### config.mk
export PLATFORM = sky130hd
export DESIGN_NAME = bus_w_seq_flat
export DESIGN_NICKNAME = d
export VERILOG_FILES = /design/src/rtl/bus_w_pkg.sv /design/src/rtl/bus_w_if.sv /design/src/rtl/bus_w_form.sv /design/src/rtl/bus_w_seq.sv /design/src/flat_wrapper.sv
export SDC_FILE = /design/constraint.sdc
export NUM_CORES = 1
export LEC_CHECK = 0
export ABC_CLOCK_PERIOD_IN_PS = 2690
export BUFFER_PORTS_ARGS = -buffer_cell sky130_fd_sc_hd__clkbuf_2
export CAP_MARGIN = 20
export CORE_MARGIN = 3
export CORE_UTILIZATION = 25
export CTS_BUF_LIST = sky130_fd_sc_hd__clkbuf_4 sky130_fd_sc_hd__clkbuf_8
export DETAILED_ROUTE_END_ITERATION = 16
export GPL_TIMING_DRIVEN = 0
export HOLD_SLACK_MARGIN = 0.12
export SYNTH_ARGS = -nofsm -noshare
export SYNTH_HDL_FRONTEND = slang
export SYNTH_SLANG_ARGS = --single-unit
### constraint.sdc
create_clock -name clk_sys -period 2.69 [get_ports clk_sys]
set_input_delay 0.538 -clock clk_sys [delete_from_list [all_inputs] [get_ports clk_sys]]
set_output_delay 0.538 -clock clk_sys [all_outputs]
set_load 0.02 [all_outputs]
### src/rtl/bus_w_pkg.sv
// Shared types and helpers for the registered W-bus sequencer.
// Mode and state encodings are used by both the top level and the bench.
package bus_w_pkg;

  typedef enum logic [1:0] {
    W_PASS = 2'd0,
    W_HOLD = 2'd1,
    W_PACK = 2'd2,
    W_RSVD = 2'd3
  } w_mode_e;

  typedef enum logic {
    W_IDLE = 1'b0,
    W_HALF = 1'b1
  } w_state_e;

  function automatic int half_w(input int width);
    return width / 2;
  endfunction

endpackage

### src/rtl/bus_w_if.sv
// W-bus sequencer signal bundle: source/control from the master, registered W back.
interface bus_w_if #(
  parameter int WIDTH = 16,
  parameter int NSRC  = 8,
  parameter int SELW  = $clog2(NSRC)
) ();

  logic [NSRC*WIDTH-1:0] src;
  logic [SELW-1:0]       sel;
  logic                  blank_hi;
  logic                  blank_lo;
  logic                  swap;
  logic [1:0]            mode;
  logic                  strobe;
  logic                  abort;
  logic [WIDTH-1:0]      w;
  logic                  w_valid;
  logic                  busy;

  modport master (
    output src, sel, blank_hi, blank_lo, swap, mode, strobe, abort,
    input  w, w_valid, busy
  );

  modport slave (
    input  src, sel, blank_hi, blank_lo, swap, mode, strobe, abort,
    output w, w_valid, busy
  );

endinterface

### src/rtl/bus_w_form.sv
// Combinational word former: source select (out-of-range reads as zero), swap, blanking.
// The upper half is the MSB half, i.e. bits [WIDTH-1:WIDTH/2] in Verilog numbering.
module bus_w_form
  import bus_w_pkg::*;
#(
  parameter int WIDTH = 16,
  parameter int NSRC  = 8,
  parameter int SELW  = $clog2(NSRC)
) (
  input  logic [NSRC*WIDTH-1:0] src,
  input  logic [SELW-1:0]       sel,
  input  logic                  blank_hi,
  input  logic                  blank_lo,
  input  logic                  swap,
  output logic [WIDTH-1:0]      f
);

  localparam int HALF = half_w(WIDTH);

  logic [WIDTH-1:0] s;

  always_comb begin
    // selects past NSRC match no source and leave s at zero
    s = '0;
    for (int k = 0; k < NSRC; k++) begin
      if (sel == SELW'(k)) s = src[k*WIDTH +: WIDTH];
    end
    f = s;
    if (swap)     f = {{HALF{1'b0}}, s[WIDTH-1:HALF]};
    if (blank_hi) f[WIDTH-1:HALF] = '0;
    if (blank_lo) f[HALF-1:0] = '0;
  end

endmodule

### src/rtl/bus_w_seq.sv
// Registered W-bus multiplexer with a two-beat PACK sequencer.
//   state  | meaning
//   W_IDLE | no half captured; PASS loads directly, PACK captures the high half
//   W_HALF | high half held in acc_hi; next PACK strobe completes the word
module bus_w_seq
  import bus_w_pkg::*;
#(
  parameter int WIDTH = 16,
  parameter int NSRC  = 8
) (
  input logic   clk_sys,
  input logic   rst,
  bus_w_if.slave bus
);

  localparam int SELW = $clog2(NSRC);
  localparam int HALF = half_w(WIDTH);

  logic [WIDTH-1:0] f;
  w_state_e         state_q, state_d;
  logic [HALF-1:0]  acc_q, acc_d;
  logic [WIDTH-1:0] w_q, w_d;
  logic             valid_q, valid_d;

  bus_w_form #(
    .WIDTH (WIDTH),
    .NSRC  (NSRC),
    .SELW  (SELW)
  ) u_form (
    .src      (bus.src),
    .sel      (bus.sel),
    .blank_hi (bus.blank_hi),
    .blank_lo (bus.blank_lo),
    .swap     (bus.swap),
    .f        (f)
  );

  always_ff @(posedge clk_sys) begin
    if (rst) begin
      state_q <= W_IDLE;
      acc_q   <= '0;
      w_q     <= '0;
      valid_q <= 1'b0;
    end else begin
      state_q <= state_d;
      acc_q   <= acc_d;
      w_q     <= w_d;
      valid_q <= valid_d;
    end
  end

  always_comb begin
    state_d = state_q;
    acc_d   = acc_q;
    w_d     = w_q;
    valid_d = 1'b0;
    case (state_q)
      W_IDLE: begin
        if (bus.strobe && bus.mode == W_PASS) begin
          w_d     = f;
          valid_d = 1'b1;
        end else if (bus.strobe && bus.mode == W_PACK) begin
          acc_d   = f[HALF-1:0];
          state_d = W_HALF;
        end
      end
      W_HALF: begin
        // leaving PACK or aborting cancels the word and swallows any strobe
        if (bus.abort || bus.mode != W_PACK) begin
          acc_d   = '0;
          state_d = W_IDLE;
        end else if (bus.strobe) begin
          w_d     = {acc_q, f[HALF-1:0]};
          valid_d = 1'b1;
          acc_d   = '0;
          state_d = W_IDLE;
        end
      end
      default: state_d = W_IDLE;
    endcase
  end

  assign bus.w       = w_q;
  assign bus.w_valid = valid_q;
  assign bus.busy    = (state_q == W_HALF);

endmodule

### src/flat_wrapper.sv
// flat-port wrapper written by rule: the top's interface ports become plain ports
module bus_w_seq_flat import bus_w_pkg::*;
#(
  parameter int WIDTH = 16,
  parameter int NSRC  = 8
)
  (clk_sys, rst, bus_src, bus_sel, bus_blank_hi, bus_blank_lo, bus_swap, bus_mode, bus_strobe, bus_abort, bus_w, bus_w_valid, bus_busy);
  bus_w_if #(.WIDTH(WIDTH), .NSRC(NSRC)) bus_i ();
  input logic clk_sys;
  input logic rst;
  input wire logic [$bits(bus_i.src)-1:0] bus_src;
  input wire logic [$bits(bus_i.sel)-1:0] bus_sel;
  input wire logic [$bits(bus_i.blank_hi)-1:0] bus_blank_hi;
  input wire logic [$bits(bus_i.blank_lo)-1:0] bus_blank_lo;
  input wire logic [$bits(bus_i.swap)-1:0] bus_swap;
  input wire logic [$bits(bus_i.mode)-1:0] bus_mode;
  input wire logic [$bits(bus_i.strobe)-1:0] bus_strobe;
  input wire logic [$bits(bus_i.abort)-1:0] bus_abort;
  output wire logic [$bits(bus_i.w)-1:0] bus_w;
  output wire logic [$bits(bus_i.w_valid)-1:0] bus_w_valid;
  output wire logic [$bits(bus_i.busy)-1:0] bus_busy;
  assign bus_i.src = bus_src;
  assign bus_i.sel = bus_sel;
  assign bus_i.blank_hi = bus_blank_hi;
  assign bus_i.blank_lo = bus_blank_lo;
  assign bus_i.swap = bus_swap;
  assign bus_i.mode = bus_mode;
  assign bus_i.strobe = bus_strobe;
  assign bus_i.abort = bus_abort;
  assign bus_w = bus_i.w;
  assign bus_w_valid = bus_i.w_valid;
  assign bus_busy = bus_i.busy;
  bus_w_seq #(.WIDTH(WIDTH), .NSRC(NSRC)) u_core (.clk_sys(clk_sys), .rst(rst), .bus(bus_i));
endmodule
# Word level (Yosys, flattened, before mapping)
# Index checks and enable logic that the tools add are counted.
# Widths: inputs -> output; s select.
# word_totals
register_bits,26
input_bits,140
wordCells,56
# op_classes
eq_ne,15
muxes,29
bitwise,1
reduce_logical,7
# op_table
cell,count
$mux 16,12
$mux 8,6
$pmux 16 s2,1
$pmux 8 s2,1
$eq 3x3->1 const B,4
$ne 2x2->1 const B,4
$mux 1,7
$eq 3x2->1 const B,2
$reduce_and 3->1,2
$ne 2x1->1 const B,2
$pmux 1 s2,2
$eq 3x1->1 const B,1
$logic_not 3->1,1
$ne 3x3->1 const B,1
$eq 2x2->1 const B,1
$logic_and 1x1->1,2
$logic_not 2->1,1
$logic_or 1x1->1,1
$not 1->1,1

# Logic depth before layout (Yosys ltp)
# Gate-level depths: netlist of run 1.
# logic_depth
depth_word,14
ltp_mapped,9

# Hierarchy
# From an unflattened synthesis of run 1, not the netlist that was laid out.
# hier_totals
hier_cells,284
hier_area_um2,2473.6
# modules_own_cells
module,instances,cells_per_inst,area_per_inst_um2,seq_area_each_um2
bus_w_form,1,179,1353.8,0.0
bus_w_seq,1,105,1119.8,520.5

# Worst setup path before layout of run 1
# No wires, ideal clock.
# synth_timing
path_kind,input to register
start,input bus_sel[0]
end,register u_core.acc_q[6]
setup_time_ns,0.117
arrival_ns,1.990
slack_ns,0.583
path_stages,5
n_path_buf,2
cell_sequence,buf_6 -> buf_8 -> mux4_2 -> mux4_2 -> a22o_1
# synth_between
elab_chain_cells,14
# synth_rtl
item,line_no,source
from (decl),flat_wrapper.sv:12,input wire logic [$bits(bus_i.sel)-1:0] bus_sel;
$logic_not 3->1,bus_w_form.sv:26,if (sel == SELW'(k)) s = src[k*WIDTH +: WIDTH];
$mux 16 (7 in a row),bus_w_form.sv:26,
$mux 16 *,bus_w_form.sv:26,
$mux 16 *,bus_w_form.sv:29,"if (swap) f = {{HALF{1'b0}}, s[WIDTH-1:HALF]};"
$mux 8 *,bus_w_form.sv:31,if (blank_lo) f[HALF-1:0] = '0;
$mux 8 *,bus_w_seq.sv:62,end else if (bus.strobe && bus.mode == W_PACK) begin
$mux 8 *,bus_w_seq.sv:59,if (bus.strobe && bus.mode == W_PASS) begin
$pmux 8 s2 *,bus_w_seq.sv:57,case (state_q)
to (signal assigned),bus_w_seq.sv:41,acc_q <= '0;
to (signal assigned),bus_w_seq.sv:46,acc_q <= acc_d;
to (decl),bus_w_seq.sv:21,"logic [HALF-1:0] acc_q, acc_d;"
# Every way passes the cells marked *; elsewhere a longest branch is shown, timed or not. The select of a mux whose other input is x is not followed.
# A chain may end at the register's enable or synchronous reset.

# Worst setup path after layout of run 1
# layout_timing
start,input bus_sel[2]
end,"register u_core.w_q[3], in the netlist u_core.bus.w[3]"
# layout_between
elab_chain_cells,14
# layout_rtl
item,line_no,source
$logic_not 3->1,bus_w_form.sv:26,
$mux 16 (7 in a row),bus_w_form.sv:26,
$mux 16 *,bus_w_form.sv:26,
$mux 16 *,bus_w_form.sv:29,
$mux 8 *,bus_w_form.sv:31,
$mux 16,bus_w_seq.sv:72,end else if (bus.strobe) begin
$mux 16,bus_w_seq.sv:69,if (bus.abort || bus.mode != W_PACK) begin
$pmux 16 s2 *,bus_w_seq.sv:57,
to (signal assigned),bus_w_seq.sv:47,w_q <= w_d;
to (decl),bus_w_seq.sv:22,"logic [WIDTH-1:0] w_q, w_d;"
# Marks and branches as above.

==> results.sh, run 1 <==
export IMPL_status="finished clean"
export IMPL_cts_hold_fix_buffers=0
export IMPL_fmax_mhz=456
export IMPL_cts_sinks=26
export IMPL_ys_seq_area_share_pct=22.8
export IMPL_wire_per_inst_um=18.6
export IMPL_synth_cell_types=49
export IMPL_netlist_area_um2=2280
export IMPL_viasPerCell=5.33
export IMPL_timing_final_hold_violations=0
export IMPL_drt_antenna_violating_nets=0
export IMPL_die_y_um=102
export IMPL_p_leak_nw=1.52
export IMPL_dieWidth_um=102
export IMPL_drtIter0Drc=205
export IMPL_rows=34
export IMPL_holdCritPathClass="reg -> reg"
export IMPL_intPower_mw=0.730
export IMPL_grt_use_total_pct=18.7
export IMPL_fill_cells=938
export IMPL_cts_buffers=3
export IMPL_fin_skew_ps=3.67
export IMPL_p_switching_mw=0.348
export IMPL_cts_root_buf="clkbuf_8"
export IMPL_p_sw_share_pct=32.3
export IMPL_place_port_buffers=153
export IMPL_period_share_pct=81.5
export IMPL_synthFlopType="dfxtp_1"
export IMPL_worst_slew_pin_slew_ps=723
export IMPL_final_cell_mix="153 x clkbuf_2, 26 x dfxtp_1, 24 x nor2_1"
export IMPL_async_flop_share_pct=0
export IMPL_crit_type="in -> reg"
export IMPL_dieArea_um2=10300
export IMPL_yosys_warnings=0
export IMPL_ys_seq_elements=26
export IMPL_cts_buffer_depth=2
export IMPL_grt_overflow=0
export IMPL_cts_tree="built"
export IMPL_syn_num_nets=402
export IMPL_combPwrFrac_pct=38.1
export IMPL_route_vias_total=2809
export IMPL_crit_path_end_kind="flop"
export IMPL_synth_edf_count=0
export IMPL_clk_latency_ps=270
export IMPL_ir_drop_mv=0.170
export IMPL_post_cts_buffers=0
export IMPL_utilization_pct=36.8
export IMPL_nNetsFinal=560
export IMPL_num_io_pins=158
export IMPL_cap_viol_max_count=0
export IMPL_min_period_ps=2190
export IMPL_cts_htree_levels=1
export IMPL_synthCells=262
export IMPL_reg2reg_from="u_core.bus.busy"
export IMPL_critPathLaunch="bus_sel[2]"
export IMPL_critPathLaunchType="primary input"
export IMPL_rsz0062_at_grt="no"
export IMPL_hp_start="u_core.bus.w[7]"
export IMPL_relSlewSlack_pct=51.4
export IMPL_route_detailed_drc=0
export IMPL_crit_fanout=10
export IMPL_tns_ps=0
export IMPL_cts_resized=0
export IMPL_pwr_density_cell_nw_per_um2=333
export IMPL_syn_avg_cell_area_um2=8.72
export IMPL_clkTransAtPathRegs_ps=90
export IMPL_place_gp_congestion=0.841
export IMPL_area_growth_syn_to_layout_pct=41.9
export IMPL_grt_pass1_wl_mm=15.0
export IMPL_hpwl_mm=8.28
export IMPL_critPathRequiredTime_ps=2880
export IMPL_start_util_pct=25.9
export IMPL_dr_pass1_iters=4
export IMPL_finalSetupViolCount=0
export IMPL_wl_mm=9.82
export IMPL_arrival_ps=2380
export IMPL_coreArea_um2=8810
export IMPL_p_seq_share_pct=37.8
export IMPL_drv_slew=0
export IMPL_antenna_found_initial=0
export IMPL_power_total_mw=1.08
export IMPL_clock_power_share_pct=24.1
export IMPL_diodes=0
export IMPL_grt_pass1_vias=2826
export IMPL_mostFrequentLayoutCell="clkbuf_2"
export IMPL_layout_drive_gt1_share_pct=44.2
export IMPL_grt_max_degree=15
## layout make-up
cell class	instances	area, um2	area share (%)
sequential	26	520	16.1
clock buffer	4	55.1	1.70
tap	108	135	4.17
timing repair buffer	153	766	23.6
buffer	22	119	3.67
multi-input combinational	208	1620	50.1
inverter	6	22.5	0.695
## cells by family after synthesis
kind of cell,share of synthesized area (%)
simple gates,18.1
compound gates,25.1
mux,27.8
buf+inv,6.19
flops,22.8
## worst max-delay path: stages
cell and delay (ps):
clkbuf_2 120, buf_2 250, buf_1 450, a31oi_1 130, o21ai_0 430, a22oi_1 190
a211oi_1 270
## metal layers
metal	vias up	wire length, um	share of wire (%)	GRT usage, %
met5	-	0	0	0
met4	0	165	1.7	4.40
met3	15	902	9.2	4.27
met2	155	4690	48	32.0
met1	1308	4060	41	23.9
li1	1331	-	-	-
## stage by stage
| stage | area (um2) | std cells | hold slack, ps | setup WS, ps |
|---|---|---|---|---|
| 2_1_floorplan | 2280 | 262 | 426 | 583 |
| 3_3_place_gp | 3180 | 523 | 437 | 251 |
| 3_5_place_dp | 3180 | 523 | 446 | 212 |
| 4_1_cts | 3240 | 527 | 461 | 506 |
| 5_1_grt | 3240 | 527 | 470 | 359 |
| 6_report | 3240 | 527 | 461 | 498 |
## synthesized netlist by cell type, types with 2 or more instances
master | n | area share (%)
a211oi_1 | 11 | 3.6
a21oi_1 | 15 | 3.3
a221oi_1 | 4 | 1.5
a22o_1 | 9 | 3.5
a22oi_1 | 4 | 1.3
a31oi_1 | 3 | 0.82
a32o_1 | 2 | 0.88
a32oi_1 | 3 | 1.2
and2_1 | 2 | 0.55
buf_2 | 8 | 1.8
buf_4 | 2 | 0.66
clkbuf_1 | 9 | 1.5
dfxtp_1 | 26 | 23
inv_1 | 5 | 0.82
mux2_2 | 7 | 3.5
mux2i_1 | 17 | 7.5
mux4_1 | 7 | 8.1
mux4_2 | 9 | 8.9
nand2_1 | 22 | 3.6
nand2b_1 | 3 | 0.82
nand3_1 | 5 | 1.1
nand3b_1 | 4 | 1.3
nor2_1 | 24 | 3.9
nor2b_1 | 6 | 1.6
nor3_1 | 11 | 2.4
o211ai_1 | 2 | 0.66
o21ai_0 | 16 | 3.5
o31ai_1 | 2 | 0.66
o32ai_1 | 2 | 0.77
or3_1 | 3 | 0.82
## state kept, by name (all words and copies together) (netlist names)
| name | flops |
|---|---|
| u_core.acc_q | 8 |
| u_core.bus.w_valid | 1 |
| u_core.bus.w | 16 |
| u_core.bus.busy | 1 |
## path summary, 6_finish.rpt
check	endpoint	slack, ps	depth (start not counted)
max	u_core.bus.w[3]	500	7
min	u_core.bus.w[7]	460	2
max reg2reg	u_core.bus.w[10]	810	6
min reg2reg	u_core.bus.w[7]	460	2
## power groups by stage
| stage | sequential [mW] | clock, mW | combinational [mW] |
|---|---|---|---|
| after detailed placement | 0.416 | 0 | 0.410 |
| after CTS | 0.407 | 0.265 | 0.412 |
| after global routing | 0.409 | 0.277 | 0.450 |
| final | 0.407 | 0.260 | 0.411 |
| after global placement | 0.415 | 0 | 0.407 |
| after floorplan | 0.429 | 0 | 0.213 |
(Power assumes the default switching activity.)
==> run 2, diff against run 1 <==
Settings changed: ABC_CLOCK_PERIOD_IN_PS 2690 to 1900.
Clock period 2.69 ns to 1.9 ns, I/O delays scaled along.
==> results.sh, run 2 (synthesis gave the netlist of run 1 again) <==
export IMPL_p_switching_mw=0.497
export IMPL_die_y_um=102
export IMPL_hpwl_mm=8.15
export IMPL_post_cts_buffers=0
export IMPL_holdPathStages=2
export IMPL_drtIter0Drc=145
export IMPL_status="finished clean"
export IMPL_area_growth_syn_to_layout_pct=44.2
export IMPL_coreArea_um2=8810
export IMPL_critPathLaunchType="primary input"
export IMPL_r2r_cells=4
export IMPL_dieWidth_um=102
export IMPL_antenna_found_initial=0
export IMPL_ir_drop_mv=0.233
export IMPL_pwr_density_cell_nw_per_um2=496
export IMPL_grt_overflow=0
export IMPL_timing_final_hold_violations=0
export IMPL_largest_reg_flops=16
export IMPL_cts_buffers=3
export IMPL_cts_buffer_depth=2
export IMPL_wire_per_inst_um=18.4
export IMPL_timing_rr_end="u_core.acc_q[6]"
export IMPL_cap_viol_max_count=0
export IMPL_fin_skew_ps=9.81
export IMPL_cts_htree_levels=1
export IMPL_combPwrFrac_pct=36.3
export IMPL_grt_pass1_vias=2792
export IMPL_clk_latency_ps=270
export IMPL_grt_max_degree=16
export IMPL_route_vias_total=2824
export IMPL_final_cell_mix="156 x clkbuf_2, 26 x dfxtp_1, 24 x nor2_1"
export IMPL_power_total_mw=1.63
export IMPL_cts_sinks=26
export IMPL_dp_slack_ps=-391
export IMPL_route_detailed_drc=0
export IMPL_p_sw_share_pct=30.4
export IMPL_layout_drive_gt1_share_pct=46.4
export IMPL_start_util_pct=25.9
export IMPL_nNetsFinal=559
export IMPL_fin_ws_ps=86.9
export IMPL_rsz0062_at_grt="yes"
export IMPL_cts_root_buf="clkbuf_8"
export IMPL_holdPathEnd="u_core.bus.busy"
export IMPL_place_gp_congestion=0.843
export IMPL_cts_tree="built"
export IMPL_grt_use_total_pct=18.0
export IMPL_p_seq_share_pct=35.3
export IMPL_critPathRequiredTime_ps=2100
export IMPL_finalSetupViolCount=0
export IMPL_hold_ws_ps=316
export IMPL_drt_antenna_violating_nets=0
export IMPL_utilization_pct=37.4
export IMPL_intPower_mw=1.14
export IMPL_rows=34
export IMPL_dr_pass1_iters=4
export IMPL_dp_cells=523
export IMPL_diodes=0
export IMPL_period_share_pct=95.4
export IMPL_mostFrequentLayoutCell="clkbuf_2"
export IMPL_wl_mm=9.68
export IMPL_hp_start="bus_mode[0]"
export IMPL_grt_pass1_wl_mm=14.6
export IMPL_crit_type="in -> reg"
export IMPL_clock_power_share_pct=28.4
export IMPL_rrSetupSlack_ps=120
export IMPL_num_io_pins=158
export IMPL_relSlewSlack_pct=50.9
export IMPL_worst_slew_pin_slew_ps=731
export IMPL_dieArea_um2=10300
export IMPL_reg2reg_from="u_core.bus.busy"
export IMPL_min_period_ps=1810
export IMPL_place_port_buffers=153
export IMPL_holdCritPathClass="in -> reg"
export IMPL_fmax_mhz=552
export IMPL_p_leak_nw=1.56
export IMPL_viasPerCell=5.37
export IMPL_crit_fanout=10
export IMPL_drv_slew=0
export IMPL_clkTransAtPathRegs_ps=100
export IMPL_arrival_ps=2010
export IMPL_crit_path_end_kind="flop"
export IMPL_stdcell_count=526
[run 2: how the worst max path moves through the flow]
stage,start,endpoint,cells past startpoint,slack [ps]
6_report,bus_sel[0],u_core.bus.w[2],8,90
3_5_place_dp,bus_sel[1],u_core.bus.w[5],9,-390
3_3_place_gp,bus_sel[1],u_core.bus.w[5],9,-380
2_1_floorplan,bus_sel[0],u_core.bus.w[6],5,-10
4_1_cts,bus_sel[1],u_core.bus.w[5],9,10
5_1_grt,bus_sel[2],u_core.bus.w[1],7,-10
[run 2: power by group through the flow]
stage / clock network (mW) / logic (mW) / registers, mW
2_1_floorplan: 0 / 0.302 / 0.607
3_3_place_gp: 0 / 0.575 / 0.588
3_5_place_dp: 0 / 0.580 / 0.589
4_1_cts: 0.468 / 0.583 / 0.576
5_1_grt: 0.487 / 0.645 / 0.579
6_report: 0.464 / 0.593 / 0.576
[run 2: final cells by class]
class | count | area, um2
clock buffer | 3 | 41.3
multi-input combinational | 208 | 1650
sequential | 26 | 520
timing repair buffer | 153 | 766
fill | 913 | 5510
clock inverter | 1 | 30.0
buffer | 21 | 130
inverter | 6 | 22.5
tap | 108 | 135
[run 2: metal layers]
layer	GRT usage, %	share of wire, %	vias up
li1	-	-	1333
met1	23.7	41	1334
met2	31.1	49	151
met3	3.72	9.6	6
met4	2.76	0.70	0
met5	0	0	-
[run 2: what timing repair did]
action,CTS,global route
gates resized for setup,3,12
pin swaps,0,1
endpoints found under the setup margin,4,13
hold buffers,0,0
[run 2: metrics by stage]
stage,instance area (um2),TNS [ps]
after floorplan,2290,-29.5
after global placement,3190,-5040
after detailed placement,3190,-5220
after CTS,3260,0
after global routing,3290,-13.4
final,3290,0
[run 2: worst max-delay path: stages]
cell	delay, ps
buf_8	110
buf_8	150
nor2b_2	320
a32o_1	220
a211oi_1	60
o31ai_1	460
nor2_1	90
nor3_1	220
==> run 3, diff against run 2 <==
Settings changed: GPL_TIMING_DRIVEN 0 to 1.
==> results.sh, run 3 (synthesis gave the netlist of run 1 again) <==
export IMPL_crit_type="in -> reg"
export IMPL_grt_max_degree=32
export IMPL_num_io_pins=158
export IMPL_mostFrequentLayoutCell="clkbuf_2"
export IMPL_dp_slack_ps=-216
export IMPL_largest_reg_flops=16
export IMPL_cts_htree_levels=1
export IMPL_cap_viol_max_count=0
export IMPL_rows=34
export IMPL_hpwl_mm=7.92
export IMPL_clock_power_share_pct=20.5
export IMPL_p_seq_share_pct=38.2
export IMPL_finalSetupViolCount=0
export IMPL_fmax_mhz=561
export IMPL_drv_slew=0
export IMPL_grt_pass1_vias=2849
export IMPL_relSlewSlack_pct=69.7
export IMPL_grt_overflow=0
export IMPL_holdCritPathClass="in -> reg"
export IMPL_grt_use_total_pct=17.4
export IMPL_p_leak_nw=1.67
export IMPL_drtIter0Drc=153
export IMPL_dieWidth_um=102
export IMPL_period_share_pct=93.8
export IMPL_die_y_um=102
export IMPL_clkTransAtPathRegs_ps=90
export IMPL_dieArea_um2=10300
export IMPL_clk_latency_ps=270
export IMPL_fin_skew_ps=8.41
export IMPL_worst_slew_pin_slew_ps=449
export IMPL_timing_final_hold_violations=0
export IMPL_layout_drive_gt1_share_pct=49.2
export IMPL_cts_hold_fix_buffers=0
export IMPL_wl_mm=9.10
export IMPL_wire_per_inst_um=16.6
export IMPL_status="finished clean"
export IMPL_intPower_mw=1.04
export IMPL_area_growth_syn_to_layout_pct=51.4
export IMPL_crit_path_end_kind="flop"
export IMPL_ir_drop_mv=0.197
export IMPL_power_total_mw=1.51
export IMPL_cts_buffers=3
export IMPL_critPathLaunchType="primary input"
export IMPL_combPwrFrac_pct=41.3
export IMPL_cts_root_buf="clkbuf_8"
export IMPL_route_detailed_drc=0
export IMPL_place_gp_congestion=0.862
export IMPL_critPathRequiredTime_ps=2050
export IMPL_rsz0062_at_grt="no"
export IMPL_p_sw_share_pct=31.2
export IMPL_cts_buffer_depth=2
export IMPL_nNetsFinal=581
export IMPL_antenna_found_initial=0
export IMPL_place_port_buffers=157
export IMPL_coreArea_um2=8810
export IMPL_final_cell_mix="156 x clkbuf_2, 37 x buf_4, 26 x dfxtp_1"
export IMPL_start_util_pct=25.9
export IMPL_cts_sinks=26
export IMPL_pwr_density_cell_nw_per_um2=437
export IMPL_grt_pass1_wl_mm=14.2
export IMPL_dr_pass1_iters=4
export IMPL_drt_antenna_violating_nets=0
export IMPL_route_vias_total=2805
export IMPL_crit_fanout=15
export IMPL_fin_ws_ps=118
export IMPL_min_period_ps=1780
export IMPL_cts_tree="built"
export IMPL_p_switching_mw=0.471
export IMPL_arrival_ps=1930
export IMPL_viasPerCell=5.12
-- run 3: cell types whose count changed in the layout (fill, tap and decap cells not counted), sizes merged --
cell,previous run,this run
diode,0,1
buf,13,39
clkbuf,164,160
bufinv,1,0
-- run 3: timing repair --
action	in CTS	in global routing
resized for setup	0	3
endpoints found under the setup margin	0	3
buffers inserted	0	0
hold endpoints to repair	0	0
-- run 3: cell type report --
cell class / count / area, um2
Fill cell: 912 / 5350
Multi-Input combinational cell: 208 / 1630
Timing Repair Buffer: 196 / 1110
Sequential cell: 26 / 520
Tap cell: 108 / 135
Clock buffer: 3 / 41.3
Inverter: 6 / 22.5
Antenna cell: 1 / 2.50
-- run 3: per-stage QoR --
step	std cells	hold WS (ps)	area, um2	utilization [%]	TNS, ps
2_1_floorplan	262	426	2290	-	-29.5
4_1_cts	547	312	3440	39.1	0
6_report	548	315	3460	39.3	0
3_3_place_gp	544	442	3400	38.6	-2390
3_5_place_dp	544	447	3400	38.6	-2890
5_1_grt	547	313	3450	39.2	0
-- run 3: final timing paths --
| kind | endpoint | depth (start not counted) | slack, ps | from |
|---|---|---|---|---|
| min reg2reg | u_core.acc_q[7] | 2 | 470 | u_core.acc_q[7] |
| max reg2reg | u_core.bus.w[3] | 5 | 350 | u_core.bus.busy |
| max | u_core.bus.w[10] | 6 | 120 | bus_sel[0] |
| min | u_core.bus.busy | 2 | 320 | bus_mode[0] |
-- run 3: worst max-delay path, cell delays in order --
cell,delay [ps]
clkbuf_4,180
buf_12,160
mux4_1,540
mux2_2,300
a221oi_1,270
nor3_1,90
-- run 3: metal layers --
metal	GRT usage, %	wire (um)
met5	0	0
met4	2.45	57
met3	3.58	741
met2	29.2	4340
met1	23.6	3960
-- run 3: power groups by stage --
| stage | clock (mW) | sequential (mW) | combinational, mW |
|---|---|---|---|
| 3_5_place_dp | 0 | 0.589 | 0.623 |
| 2_1_floorplan | 0 | 0.607 | 0.302 |
| 3_3_place_gp | 0 | 0.588 | 0.617 |
| 4_1_cts | 0.314 | 0.577 | 0.626 |
| 5_1_grt | 0.335 | 0.579 | 0.687 |
| 6_report | 0.310 | 0.576 | 0.624 |
